## src/rtl/mult_pkg.sv

```systemverilog
// Shared types and sizing helpers for the sequential shift-add multiplier.
package mult_pkg;

    // Controller states.
    typedef enum logic [1:0] {
        IDLE = 2'd0,
        RUN  = 2'd1,
        DONE = 2'd2
    } mult_state_t;

    // Operand width used when the instantiating code does not override it.
    localparam int unsigned MULT_WIDTH_DEFAULT = 32'd8;

    // Bit counter width: $clog2(WIDTH), never narrower than one bit.
    function automatic int unsigned mult_cnt_w(input int unsigned width);
        if (width < 32'd2) begin
            return 32'd1;
        end else begin
            return $clog2(width);
        end
    endfunction

endpackage

```

## src/rtl/seq_mult_ctrl.sv

```systemverilog
// Controller for the shift-add multiplier: FSM, bit counter, busy/done and
// the load/step/finish strobes that drive the datapath in the top.
module seq_mult_ctrl
    import mult_pkg::*;
#(
    parameter int unsigned WIDTH = MULT_WIDTH_DEFAULT
) (
    input  logic clk_in,
    input  logic rst_in,
    input  logic start,
    output logic load,
    output logic step,
    output logic finish,
    output logic busy,
    output logic done
);

    localparam int unsigned CNT_W = mult_cnt_w(WIDTH);
    localparam logic [CNT_W-1:0] CNT_LOAD = CNT_W'(WIDTH - 32'd1);
    localparam logic [CNT_W-1:0] CNT_ZERO = {CNT_W{1'b0}};
    localparam logic [CNT_W-1:0] CNT_ONE  = {{(CNT_W-1){1'b0}}, 1'b1};

    mult_state_t      state_r;
    mult_state_t      state_s;
    logic [CNT_W-1:0] cnt_r;
    logic [CNT_W-1:0] cnt_s;
    logic             busy_r;
    logic             done_r;
    logic             load_s;
    logic             step_s;
    logic             finish_s;

    // Next-state, counter update and datapath strobes.
    always_comb begin
        state_s  = state_r;
        cnt_s    = cnt_r;
        load_s   = 1'b0;
        step_s   = 1'b0;
        finish_s = 1'b0;
        case (state_r)
            IDLE: begin
                if (start) begin
                    state_s = RUN;
                    cnt_s   = CNT_LOAD;
                    load_s  = 1'b1;
                end else begin
                    state_s = IDLE;
                end
            end
            RUN: begin
                step_s = 1'b1;
                if (cnt_r == CNT_ZERO) begin
                    state_s  = DONE;
                    finish_s = 1'b1;
                end else begin
                    cnt_s = cnt_r - CNT_ONE;
                end
            end
            DONE: begin
                // start is deliberately not looked at here.
                state_s = IDLE;
            end
            default: begin
                state_s = IDLE;
                cnt_s   = CNT_ZERO;
            end
        endcase
    end

    // State, counter and registered busy/done, all cleared by reset.
    always_ff @(posedge clk_in or posedge rst_in) begin
        if (rst_in) begin
            state_r <= IDLE;
            cnt_r   <= CNT_ZERO;
            busy_r  <= 1'b0;
            done_r  <= 1'b0;
        end else begin
            state_r <= state_s;
            cnt_r   <= cnt_s;
            busy_r  <= (state_s != IDLE);
            done_r  <= (state_s == DONE);
        end
    end

    assign load   = load_s;
    assign step   = step_s;
    assign finish = finish_s;
    assign busy   = busy_r;
    assign done   = done_r;

endmodule

```

## src/rtl/seq_multiplier.sv

```systemverilog
// Sequential shift-add multiplier, one multiplier bit per clock, with
// optional two's-complement operands handled by sign-magnitude correction.
module seq_multiplier
    import mult_pkg::*;
#(
    parameter int unsigned WIDTH     = MULT_WIDTH_DEFAULT,
    parameter bit          SIGNED_EN = 1'b1
) (
    input  logic                 clk_in,
    input  logic                 rst_in,
    input  logic                 start,
    input  logic                 is_signed,
    input  logic [WIDTH-1:0]     x,
    input  logic [WIDTH-1:0]     y,
    output logic                 busy,
    output logic                 done,
    output logic [2*WIDTH-1:0]   product
);

    localparam logic [WIDTH-1:0]   ONE_W   = {{(WIDTH-1){1'b0}}, 1'b1};
    localparam logic [2*WIDTH-1:0] ONE_2W  = {{(2*WIDTH-1){1'b0}}, 1'b1};
    localparam logic [WIDTH:0]     ZERO_W1 = {(WIDTH+1){1'b0}};

    logic                 load_s;
    logic                 step_s;
    logic                 finish_s;
    logic                 busy_s;
    logic                 done_s;

    logic                 signed_eff_s;
    logic                 neg_s;
    logic [WIDTH-1:0]     x_mag_s;
    logic [WIDTH-1:0]     y_mag_s;
    logic [WIDTH:0]       addend_s;
    logic [WIDTH:0]       sum_s;
    logic [2*WIDTH-1:0]   raw_s;
    logic [2*WIDTH-1:0]   result_s;

    logic [WIDTH-1:0]     mcand_r;
    logic [WIDTH-1:0]     mplr_r;
    logic [WIDTH:0]       acc_hi_r;
    logic                 neg_r;
    logic [2*WIDTH-1:0]   product_r;

    seq_mult_ctrl #(
        .WIDTH (WIDTH)
    ) u_ctrl (
        .clk_in (clk_in),
        .rst_in (rst_in),
        .start  (start),
        .load   (load_s),
        .step   (step_s),
        .finish (finish_s),
        .busy   (busy_s),
        .done   (done_s)
    );

    // Operand magnitudes and result sign; signed mode vanishes when disabled.
    always_comb begin
        if (SIGNED_EN != 1'b0) begin
            signed_eff_s = is_signed;
        end else begin
            signed_eff_s = 1'b0;
        end
        if (signed_eff_s && x[WIDTH-1]) begin
            x_mag_s = (~x) + ONE_W;
        end else begin
            x_mag_s = x;
        end
        if (signed_eff_s && y[WIDTH-1]) begin
            y_mag_s = (~y) + ONE_W;
        end else begin
            y_mag_s = y;
        end
        neg_s = signed_eff_s & (x[WIDTH-1] ^ y[WIDTH-1]);
    end

    // One add-and-shift step; raw_s is the full product after this step.
    always_comb begin
        if (mplr_r[0]) begin
            addend_s = {1'b0, mcand_r};
        end else begin
            addend_s = ZERO_W1;
        end
        sum_s = acc_hi_r + addend_s;
        raw_s = {sum_s, mplr_r[WIDTH-1:1]};
        if (neg_r) begin
            result_s = (~raw_s) + ONE_2W;
        end else begin
            result_s = raw_s;
        end
    end

    // Operand capture, accumulate/shift, and product write on the last step.
    always_ff @(posedge clk_in or posedge rst_in) begin
        if (rst_in) begin
            mcand_r   <= {WIDTH{1'b0}};
            mplr_r    <= {WIDTH{1'b0}};
            acc_hi_r  <= ZERO_W1;
            neg_r     <= 1'b0;
            product_r <= {(2*WIDTH){1'b0}};
        end else if (load_s) begin
            mcand_r  <= x_mag_s;
            mplr_r   <= y_mag_s;
            acc_hi_r <= ZERO_W1;
            neg_r    <= neg_s;
        end else if (step_s) begin
            acc_hi_r <= {1'b0, sum_s[WIDTH:1]};
            mplr_r   <= {sum_s[0], mplr_r[WIDTH-1:1]};
            if (finish_s) begin
                product_r <= result_s;
            end
        end
    end

    assign busy    = busy_s;
    assign done    = done_s;
    assign product = product_r;

endmodule

```

## config.mk

```make
export PLATFORM = sky130hd
export DESIGN_NAME = seq_multiplier
export DESIGN_NICKNAME = d
export VERILOG_FILES = /design/src/rtl/mult_pkg.sv /design/src/rtl/seq_mult_ctrl.sv /design/src/rtl/seq_multiplier.sv
export SDC_FILE = /design/constraint.sdc
export NUM_CORES = 1
export LEC_CHECK = 0
export ABC_AREA = 1
export CAP_MARGIN = 20
export CORE_MARGIN = 2
export CORE_UTILIZATION = 40
export DETAILED_ROUTE_END_ITERATION = 16
export GPL_TIMING_DRIVEN = 0
export SYNTH_ARGS = -nofsm -noshare
export SYNTH_HDL_FRONTEND = slang
export SYNTH_SLANG_ARGS = --single-unit
export TNS_END_PERCENT = 20
```

## constraint.sdc

```tcl
create_clock -name clk_in -period 3.08 [get_ports clk_in]
set_clock_uncertainty 0.15 [all_clocks]
set_input_delay 0.924 -clock clk_in [delete_from_list [all_inputs] [get_ports clk_in]]
set_output_delay 0.924 -clock clk_in [all_outputs]
set_load 0.05 [all_outputs]
```

# ---- Word level (Yosys, flattened, before mapping)
# Index checks and enable logic that the tools add are counted.
dict set report op_classes {
  add_sub_neg 5
  eq_ne 5
  mux 19
  bitwise 7
  n_reduce_logical 8
}
# operator n
set op_table {}
lappend op_table {{two-way mux 8 bit} 5}
lappend op_table {{two-way mux 9 bit} 2}
lappend op_table {{adder 16 x 1 -> 16 bit (second input constant)} 1}
lappend op_table {{adder 8 x 1 -> 8 bit (second input constant)} 2}
lappend op_table {{two-way mux 16 bit} 1}
lappend op_table {{NOT 16 bit} 1}
lappend op_table {{NOT 8 bit} 2}
lappend op_table {{adder 9 bit} 1}
lappend op_table {{one-hot mux 3 bit (3 select lines)} 1}
lappend op_table {{two-way mux 1 bit} 6}
lappend op_table {{two-way mux 3 bit} 2}
lappend op_table {{AND reduction 3 bit} 2}
lappend op_table {{equality test 2 bit (second input constant)} 2}
lappend op_table {{inequality test 2 bit (second input constant)} 2}
lappend op_table {{one-hot mux 2 bit (2 select lines)} 1}
lappend op_table {{nonzero test 2 bit} 2}
lappend op_table {{zero test 3 bit} 1}
lappend op_table {{subtractor 3 x 1 -> 3 bit (second input constant)} 1}
lappend op_table {{equality test 2 x 1 -> 1 bit (second input constant)} 1}
lappend op_table {{logical AND 1 bit} 2}
lappend op_table {{zero test 2 bit} 1}
lappend op_table {{two-way mux 2 bit} 1}
lappend op_table {{NOT 1 bit} 2}
lappend op_table {{AND 1 bit} 1}
lappend op_table {{XOR 1 bit} 1}
dict set report totals {
  register_bits 49
  input_bits 20
  output_inout_bits 18
  elab_cells 53
}

# ---- Longest topological paths before layout
# Gate-level depths: netlist of the first run.
dict set report depth {
  ltp_word 5
  mapped_depth 17
  ltp_nobuf 16
}

# ---- Hierarchy
# From an unflattened synthesis of the first run, not the netlist that was laid out.
dict set report unflattened {
  hier_cells 403
  area_unflattened_um2 3070.4
}
# module n_inst cells_per_inst area_per_inst_um2 seq_area_each_um2
set modules_own_cells {}
lappend modules_own_cells {seq_multiplier 1 363 2703.8 1026.0}
lappend modules_own_cells {seq_mult_ctrl 1 40 366.6 175.2}

# ---- Worst setup path before layout of the first run
# OpenSTA, ideal clock, no wires.
dict set report synth_path {
  path_type {register to register}
  start {register mplr_r[0]}
  end {register product_r[15] (netlist: product[15])}
  setup_time_ps 118
  arrival_ps 2130
  required_ps 2812
  setup_slack_ps 683
  stages_incl_launch_ff 16
  n_path_buf 1
  cell_sequence {dfrtp_1 -> clkbuf_1 -> nand2_1 -> inv_1 -> ha_1 -> fa_1 -> inv_1 -> nand2_1 -> nor3_4 -> nand3_4 -> nor2_4 -> nand2_2 -> nand2_1 -> nand2_1 -> nand3_1 -> nand2_1}
}
dict set report synth_between {
  elab_chain_cells 5
}
# item line_no
set synth_lines {}
lappend synth_lines {{start, declared} seq_multiplier.sv:40} ;# logic [WIDTH-1:0] mplr_r;
lappend synth_lines {{start signal, assigned} seq_multiplier.sv:98} ;# mplr_r <= {WIDTH{1'b0}};
lappend synth_lines {{start signal, assigned} seq_multiplier.sv:104} ;# mplr_r <= y_mag_s;
lappend synth_lines {{start signal, assigned} seq_multiplier.sv:109} ;# mplr_r <= {sum_s[0], mplr_r[WIDTH-1:1]};
lappend synth_lines {{two-way mux 8 bit (*)} seq_multiplier.sv:80} ;# if (mplr_r[0]) begin
lappend synth_lines {{adder 9 bit (*)} seq_multiplier.sv:85} ;# sum_s = acc_hi_r + addend_s;
lappend synth_lines {{NOT 16 bit} seq_multiplier.sv:88} ;# result_s = (~raw_s) + ONE_2W;
lappend synth_lines {{adder 16 x 1 -> 16 bit} seq_multiplier.sv:88}
lappend synth_lines {{two-way mux 16 bit (*)} seq_multiplier.sv:87} ;# if (neg_r) begin
lappend synth_lines {{end signal, assigned} seq_multiplier.sv:101} ;# product_r <= {(2*WIDTH){1'b0}};
lappend synth_lines {{end signal, assigned} seq_multiplier.sv:111} ;# product_r <= result_s;
lappend synth_lines {{end, declared} seq_multiplier.sv:43} ;# logic [2*WIDTH-1:0] product_r;
# Every way passes the cells marked *; elsewhere a longest branch is shown, timed or not.
# A chain may end at the register's enable or synchronous reset.

# ---- Final worst setup path of the first run
# Same ends and word-level chain as after synthesis.

==> results of run 1 <==
critical path, stage by stage, from the launching register on:
cell and delay, ns:
dfrtp_1 0.33, clkbuf_1 0.27, nand2_1 0.10, inv_1 0.07, ha_1 0.18, fa_1 0.46, inv_1 0.12, nand2_1 0.09
nor3_4 0.24, nand3_4 0.11, nor2_4 0.14, nand2_2 0.06, nand2_1 0.05, nand2_1 0.05, nand3_1 0.07, nand2_1 0.05
kinds of logic (layout without fill, tap and decap cells):
kind of cell | count (synthesis) | in the layout | share of synthesized area, %
xor gates and xnor gates | 17 | 17 | 5.17
adders and majority gates | 14 | 14 | 6.04
and+or+nand+nor | 173 | 173 | 27.0
DFF | 48 | 48 | 39.7
AOI/OAI and AO/OA | 72 | 72 | 13.2
buffers and inverters | 67 | 113 | 8.85
cell usage in the layout, fill, tap and decap left out, types with 2 or more instances in the layout:
| cell type | synthesis | routed |
|---|---|---|
| nor2_4 | 3 | 3 |
| ha_1 | 13 | 13 |
| o21ai_1 | 5 | 5 |
| o211ai_1 | 3 | 3 |
| nor2_1 | 20 | 20 |
| xnor2_1 | 2 | 2 |
| nand3_1 | 20 | 20 |
| o221ai_1 | 3 | 3 |
| nand2_1 | 105 | 105 |
| inv_1 | 50 | 49 |
| xor2_1 | 14 | 14 |
| o31ai_1 | 2 | 2 |
| nand4_1 | 2 | 2 |
| nand2_2 | 5 | 5 |
| a22oi_1 | 2 | 2 |
| o21ai_0 | 45 | 45 |
| clkbuf_1 | 5 | 5 |
| clkdlybuf4s50_1 | 0 | 37 |
| nor3_1 | 3 | 3 |
| buf_2 | 2 | 2 |
| nand2_4 | 2 | 2 |
| inv_2 | 7 | 8 |
| dfrtp_1 | 48 | 48 |
| nand3_2 | 8 | 8 |
| a21oi_1 | 8 | 8 |
| clkbuf_8 | 0 | 6 |
stage by stage:
| step | worst slack (ns) | cells | power [mW] |
|---|---|---|---|
| 2_1_floorplan | 0.683 | 391 | 2.85 |
| 3_3_place_gp | -0.140 | 527 | 3.41 |
| 3_5_place_dp | 0.424 | 528 | 3.46 |
| 4_1_cts | 0.404 | 536 | 3.87 |
| 5_1_grt | 0.211 | 536 | 4.22 |
| 6_report | 0.463 | 536 | 3.83 |
routing by layer:
layer / vias to the layer above / part of all wire (%) / global-route usage, %
li1: 1355 / - / -
met1: 1193 / 50 / 23.1
met2: 52 / 45 / 27.4
met3: 5 / 3.8 / 2.57
met4: 0 / 0.89 / 3.28
met5: - / 0 / 0
layout make-up:
| class | instances | area, um^2 | area share, % |
|---|---|---|---|
| plain buffers | 9 | 47.5 | 1.31 |
| clock buffers | 6 | 82.6 | 2.27 |
| clock inverters | 2 | 13.8 | 0.379 |
| inverters | 58 | 220 | 6.06 |
| multi-input cells | 276 | 1560 | 42.8 |
| flip-flops and latches | 48 | 1200 | 33.0 |
| well taps | 99 | 124 | 3.41 |
| repair buffers | 38 | 390 | 10.7 |
registers in the layout, summed over array words and instances, names as in the netlist:
signal          flops
u_ctrl.cnt_r        3
u_ctrl.state_r      2
u_ctrl.done         1
mcand_r             8
mplr_r              8
neg_r               1
u_ctrl.busy         1
product            16
acc_hi_r            8
cell usage after synthesis (2+ instances only):
cell / number / area (um^2)
buf_2: 2 / 10.0
nand2_4: 2 / 22.5
nor2_1: 20 / 75.1
o21ai_0: 45 / 225
nor2_4: 3 / 33.8
inv_2: 7 / 26.3
xnor2_1: 2 / 17.5
nand4_1: 2 / 12.5
dfrtp_1: 48 / 1200
o221ai_1: 3 / 26.3
nand2_1: 105 / 394
clkbuf_1: 5 / 18.8
o31ai_1: 2 / 15.0
nand3_1: 20 / 100
xor2_1: 14 / 123
nor3_1: 3 / 15.0
a22oi_1: 2 / 15.0
o211ai_1: 3 / 22.5
a21oi_1: 8 / 40.0
nand2_2: 5 / 31.3
inv_1: 50 / 188
ha_1: 13 / 163
nand3_2: 8 / 80.1
o21ai_1: 5 / 25.0
worst paths after layout:
| kind | end | slack, ns | cells after the start |
|---|---|---|---|
| setup / recovery | product[15]$_DFFE_PP0P_ | 0.46 | 15 |
| hold / removal | product[15]$_DFFE_PP0P_ | 0.33 | 2 |
| setup reg to reg | product[15]$_DFFE_PP0P_ | 0.46 | 15 |
| hold reg to reg | product[15]$_DFFE_PP0P_ | 0.33 | 2 |
| max in group asynchronous | acc_hi_r[6]$_DFFE_PP0P_ | 1.49 | 3 |
| min in group asynchronous | u_ctrl.cnt_r[1]$_DFFE_PP0P_ | 0.79 | 2 |
where the power goes:
part / switching, mW / internal (mW) / total [mW]
Sequential: 0.189 / 0.919 / 1.11
Clock: 0.218 / 0.184 / 0.402
Combinational: 1.52 / 0.803 / 2.32
Total: 1.93 / 1.91 / 3.83
==> reports/metrics.cfg, run 1 <==
[place]
place_hpwl_um = 5150
placed_cell_area_mm2 = 0.00354
place.gp.congestion = 0.791
io_buffers = 37

[layout]
postLayoutCoreUtil_pct = 49.9
area_growth_pct = 20.2
antenna-diode-count = 0
fill_cells = 756
drive_gt1_share_pct = 10.1
fin_area_mm2 = 0.00364
fin_nets = 470

[logic_synthesis]
synth_top_flop_cell = dfrtp_1
synth_edf_count = 0
ys_ff_latch = 48
synth_area_per_cell_um2 = 7.74
synth_cell_type_count = 38
yosysSeqAreaShare_pct = 39.7
async_flop_share_pct = 100
synth_fp_nets = 425
yosys_warnings = 0
syn_area_mm2 = 0.00303
netlist_instances = 391

[timing]
setup_tns_ns = 0
setup_viol_count_final = 0
rsz0062_at_grt = false
final_hold_viol_count = 0
slew_violations = 0
max_slew_margin_pct = 66.6
period_needed_ns = 2.62
period_share_pct = 85.0
fmax_mhz = 382
holdWs_ns = 0.335
tightestPinTransition_ns = 0.500

[global_routing]
grt_pass1_wl_um = 11400
grt_pass1_vias = 2511
antenna_found_initial = 0
grt_max_degree = 30
grt_use_total_pct = 16.6
grt-ovfl-total = 0

[critical_path]
r2r_start = mplr_r[0]$_DFFE_PP0P_
crit_start = mplr_r[0]$_DFFE_PP0P_
required_ns = 3.13
crit_type = reg -> reg
crit_arrival_ns = 2.66
crit_path_end_kind = register
crit_path_max_fanout = 9
worst_setup_path_start_kind = register

[floorplanning]
io_pins = 38
die_height_um = 91.0
num_rows = 31
coreArea_mm2 = 0.00729
die_area_mm2 = 0.00828
start_util_pct = 41.5
die_w_um = 91.0

[hold_path]
hp-class = reg -> reg
min-delay-start = product[15]$_DFFE_PP0P_

[clocking]
clkTransAtPathRegs_ns = 0.09
htree_levels = 2
cts_buffers = 5
cts_resized = 0
cts_setup_buffers = 0
cts_tree = yes
root_buffer = clkbuf_8
clock_sinks = 48
clkLatencyLatePin_ns = 0.30
clk_path_buf_depth = 2
cts_hold_buf = 0

[drt]
ant_nets = 0
first_pass_iters = 4
vias_per_cell = 4.86
vias = 2605
wl_um = 6380
drt_iter0_drc = 110
routedWlPerCell_um = 11.9
drc = 0

[power_and_ir_drop]
ir_worst_vdd_v = 0.000347
p_leak_nw = 1.80
pwr_density_cell_mw_per_mm2 = 1050

[run]
cap_violations = 0

[status]
status = completed

Power figures use the tool's default switching activity.
==> run 2: changes to the inputs <==
==> constraint.sdc (replaced) <==
create_clock -name clk_in -period 2.4 [get_ports clk_in]
set_clock_uncertainty 0.15 [all_clocks]
set_input_delay 0.72 -clock clk_in [delete_from_list [all_inputs] [get_ports clk_in]]
set_output_delay 0.72 -clock clk_in [all_outputs]
set_load 0.05 [all_outputs]
==> reports/metrics.cfg, run 2 (same netlist as run 1, synthesis figures left out) <==
[status]
status = completed

[critical_path]
critical_path.top_delay_family = buffers and inverters
crit_arrival_ns = 1.47  ; -1.19 ns
worst_setup_path_start_kind = register
crit_chain = clkdlybuf4s50_1
critPathMaxStageDelay_ns = 0.81  ; +0.35 ns
required_ns = 1.53  ; -1.60 ns
crit_path_end_kind = output pin
crit_path_max_fanout = 2  ; -7
crit_type = reg -> out
cp_num_buf_inv = 1  ; -2
slowest_stage = clkdlybuf4s50_1

[clocking]
root_buffer = clkbuf_8
clkTransAtPathRegs_ns = 0.09  ; about the same
cts_hold_buf = 0  ; unchanged
cts_buffers = 5  ; unchanged
clk_path_buf_depth = 2  ; unchanged
htree_levels = 2  ; unchanged
clkLatencyLatePin_ns = 0.30  ; about the same
cts_tree = yes
clock_sinks = 48  ; unchanged

[drt]
first_pass_iters = 4  ; unchanged
drc = 0  ; unchanged
routedWlPerCell_um = 12.1  ; +1.3%
ant_nets = 0  ; unchanged
vias = 2634  ; +1.1%
drt_iter0_drc = 113  ; +2.7%
vias_per_cell = 4.88  ; +0.36%
wl_um = 6510  ; +2.0%

[layout]
area_growth_pct = 23.0
layout_commonest_cell = nand2_1
drive_gt1_share_pct = 14.1  ; +4.0 points
antenna-diode-count = 0  ; unchanged
largest_reg_flops = 16  ; unchanged
layout_common_cells = nand2_1, dfrtp_1, inv_1, o21ai_0, clkdlybuf4s50_1
layout.cells.non_filler = 540  ; +0.75%
fin_area_mm2 = 0.00372  ; +2.4%
fin_nets = 474  ; +0.85%

[place]
placed_cell_area_mm2 = 0.00354  ; unchanged
dp_cells = 528  ; unchanged
place.gp.congestion = 0.791  ; unchanged
place_hpwl_um = 5150  ; unchanged
io_buffers = 37  ; unchanged
pre_cts_slack_ns = -0.256  ; -0.680 ns

[timing]
period_needed_ns = 2.34
setup_ws_ns = 0.0569  ; -0.406 ns
holdWs_ns = 0.335  ; -0.000127 ns
tightestPinTransition_ns = 0.500  ; +0.0000482 ns
max_slew_margin_pct = 66.6  ; about the same
final_hold_viol_count = 0  ; unchanged
fmax_mhz = 427
setup_viol_count_final = 0  ; unchanged
period_share_pct = 97.6
slew_violations = 0  ; unchanged

[floorplanning]
io_pins = 38  ; unchanged
die_w_um = 91.0  ; unchanged
coreArea_mm2 = 0.00729  ; unchanged
start_util_pct = 41.5  ; unchanged
die_area_mm2 = 0.00828  ; unchanged
die_height_um = 91.0  ; unchanged
num_rows = 31  ; unchanged

[power_and_ir_drop]
p_int_mw = 2.59  ; +36%
p_leak_nw = 1.82  ; +1.1%
netSwitchingPower_mw = 2.55  ; +32%
comb_power_share_pct = 62.0  ; +1.4 points
p_seq_share_pct = 27.9  ; -1.0 points
clockPowerShare_pct = 10.1  ; -0.4 points
swShare_pct = 49.7  ; -0.63 points
finalPower_mw = 5.14  ; +34%
pwr_density_cell_mw_per_mm2 = 1380  ; +31%
ir_worst_vdd_v = 0.000425  ; +23%

[global_routing]
grt-ovfl-total = 0  ; unchanged
grt_use_total_pct = 16.6  ; about the same
antenna_found_initial = 0  ; unchanged
grt_pass1_vias = 2515  ; +0.16%
grt_max_degree = 30  ; unchanged
grt_pass1_wl_um = 11400  ; unchanged

[run]
cap_violations = 0  ; unchanged

[hold_path]
hp-class = reg -> reg

[run 2: cell types whose count changed in the layout (fill, tap and decap cells not counted), sizes merged]
cell	change
buf	+5
clkbuf	-1
[run 2: final cells by class]
type / count / area [um^2]
Fill cell: 752 / 3570
Multi-Input combinational cell: 276 / 1610
Sequential cell: 48 / 1200
Timing Repair Buffer: 43 / 428
Inverter: 58 / 220
Tap cell: 99 / 124
Clock buffer: 6 / 82.6
Buffer: 8 / 43.8
Clock inverter: 2 / 13.8
[run 2: final timing paths]
check / from / end / slack [ns] / cells past startpoint
min reg2reg: product[15]$_DFFE_PP0P_ / product[15]$_DFFE_PP0P_ / 0.33 / 2
min in group asynchronous: rst_in / u_ctrl.cnt_r[1]$_DFFE_PP0P_ / 0.58 / 2
max: product[7]$_DFFE_PP0P_ / product[7] / 0.06 / 1
max in group asynchronous: rst_in / mplr_r[0]$_DFFE_PP0P_ / 1.00 / 3
min: product[15]$_DFFE_PP0P_ / product[15]$_DFFE_PP0P_ / 0.33 / 2
max reg2reg: mplr_r[0]$_DFFE_PP0P_ / product[15]$_DFFE_PP0P_ / 0.11 / 14
[run 2: layer usage]
layer  track usage [%]  vias up  share of wire [%]
li1                  -     1367                  -
met3              2.57        5                3.2
met5                 0        -                  0
met4              3.28        0               0.88
met1              23.1     1219                 50
met2              27.4       43                 45
[run 2: stage by stage]
stage | utilization [%] | TNS, ns
finish | 51.0 | 0
global route | 51.0 | -0.0178
CTS | 50.2 | -0.00899
detailed placement | 48.5 | -1.17
global placement | 48.3 | -30.33
floorplan | - | 0
[run 2: power by group through the flow]
stage | Combinational, mW | Sequential (mW) | Clock (mW)
global placement | 2.96 | 1.43 | 0
CTS | 3.07 | 1.43 | 0.533
global route | 3.57 | 1.49 | 0.563
detailed placement | 3.00 | 1.44 | 0
floorplan | 1.83 | 1.82 | 0
finish | 3.19 | 1.43 | 0.517
[run 2: what timing repair did]
item / CTS / global route
buffers inserted: 2 / 3
pin swaps: 2 / 6
setup endpoints to repair: 8 / 5
gates resized for setup: 2 / 14
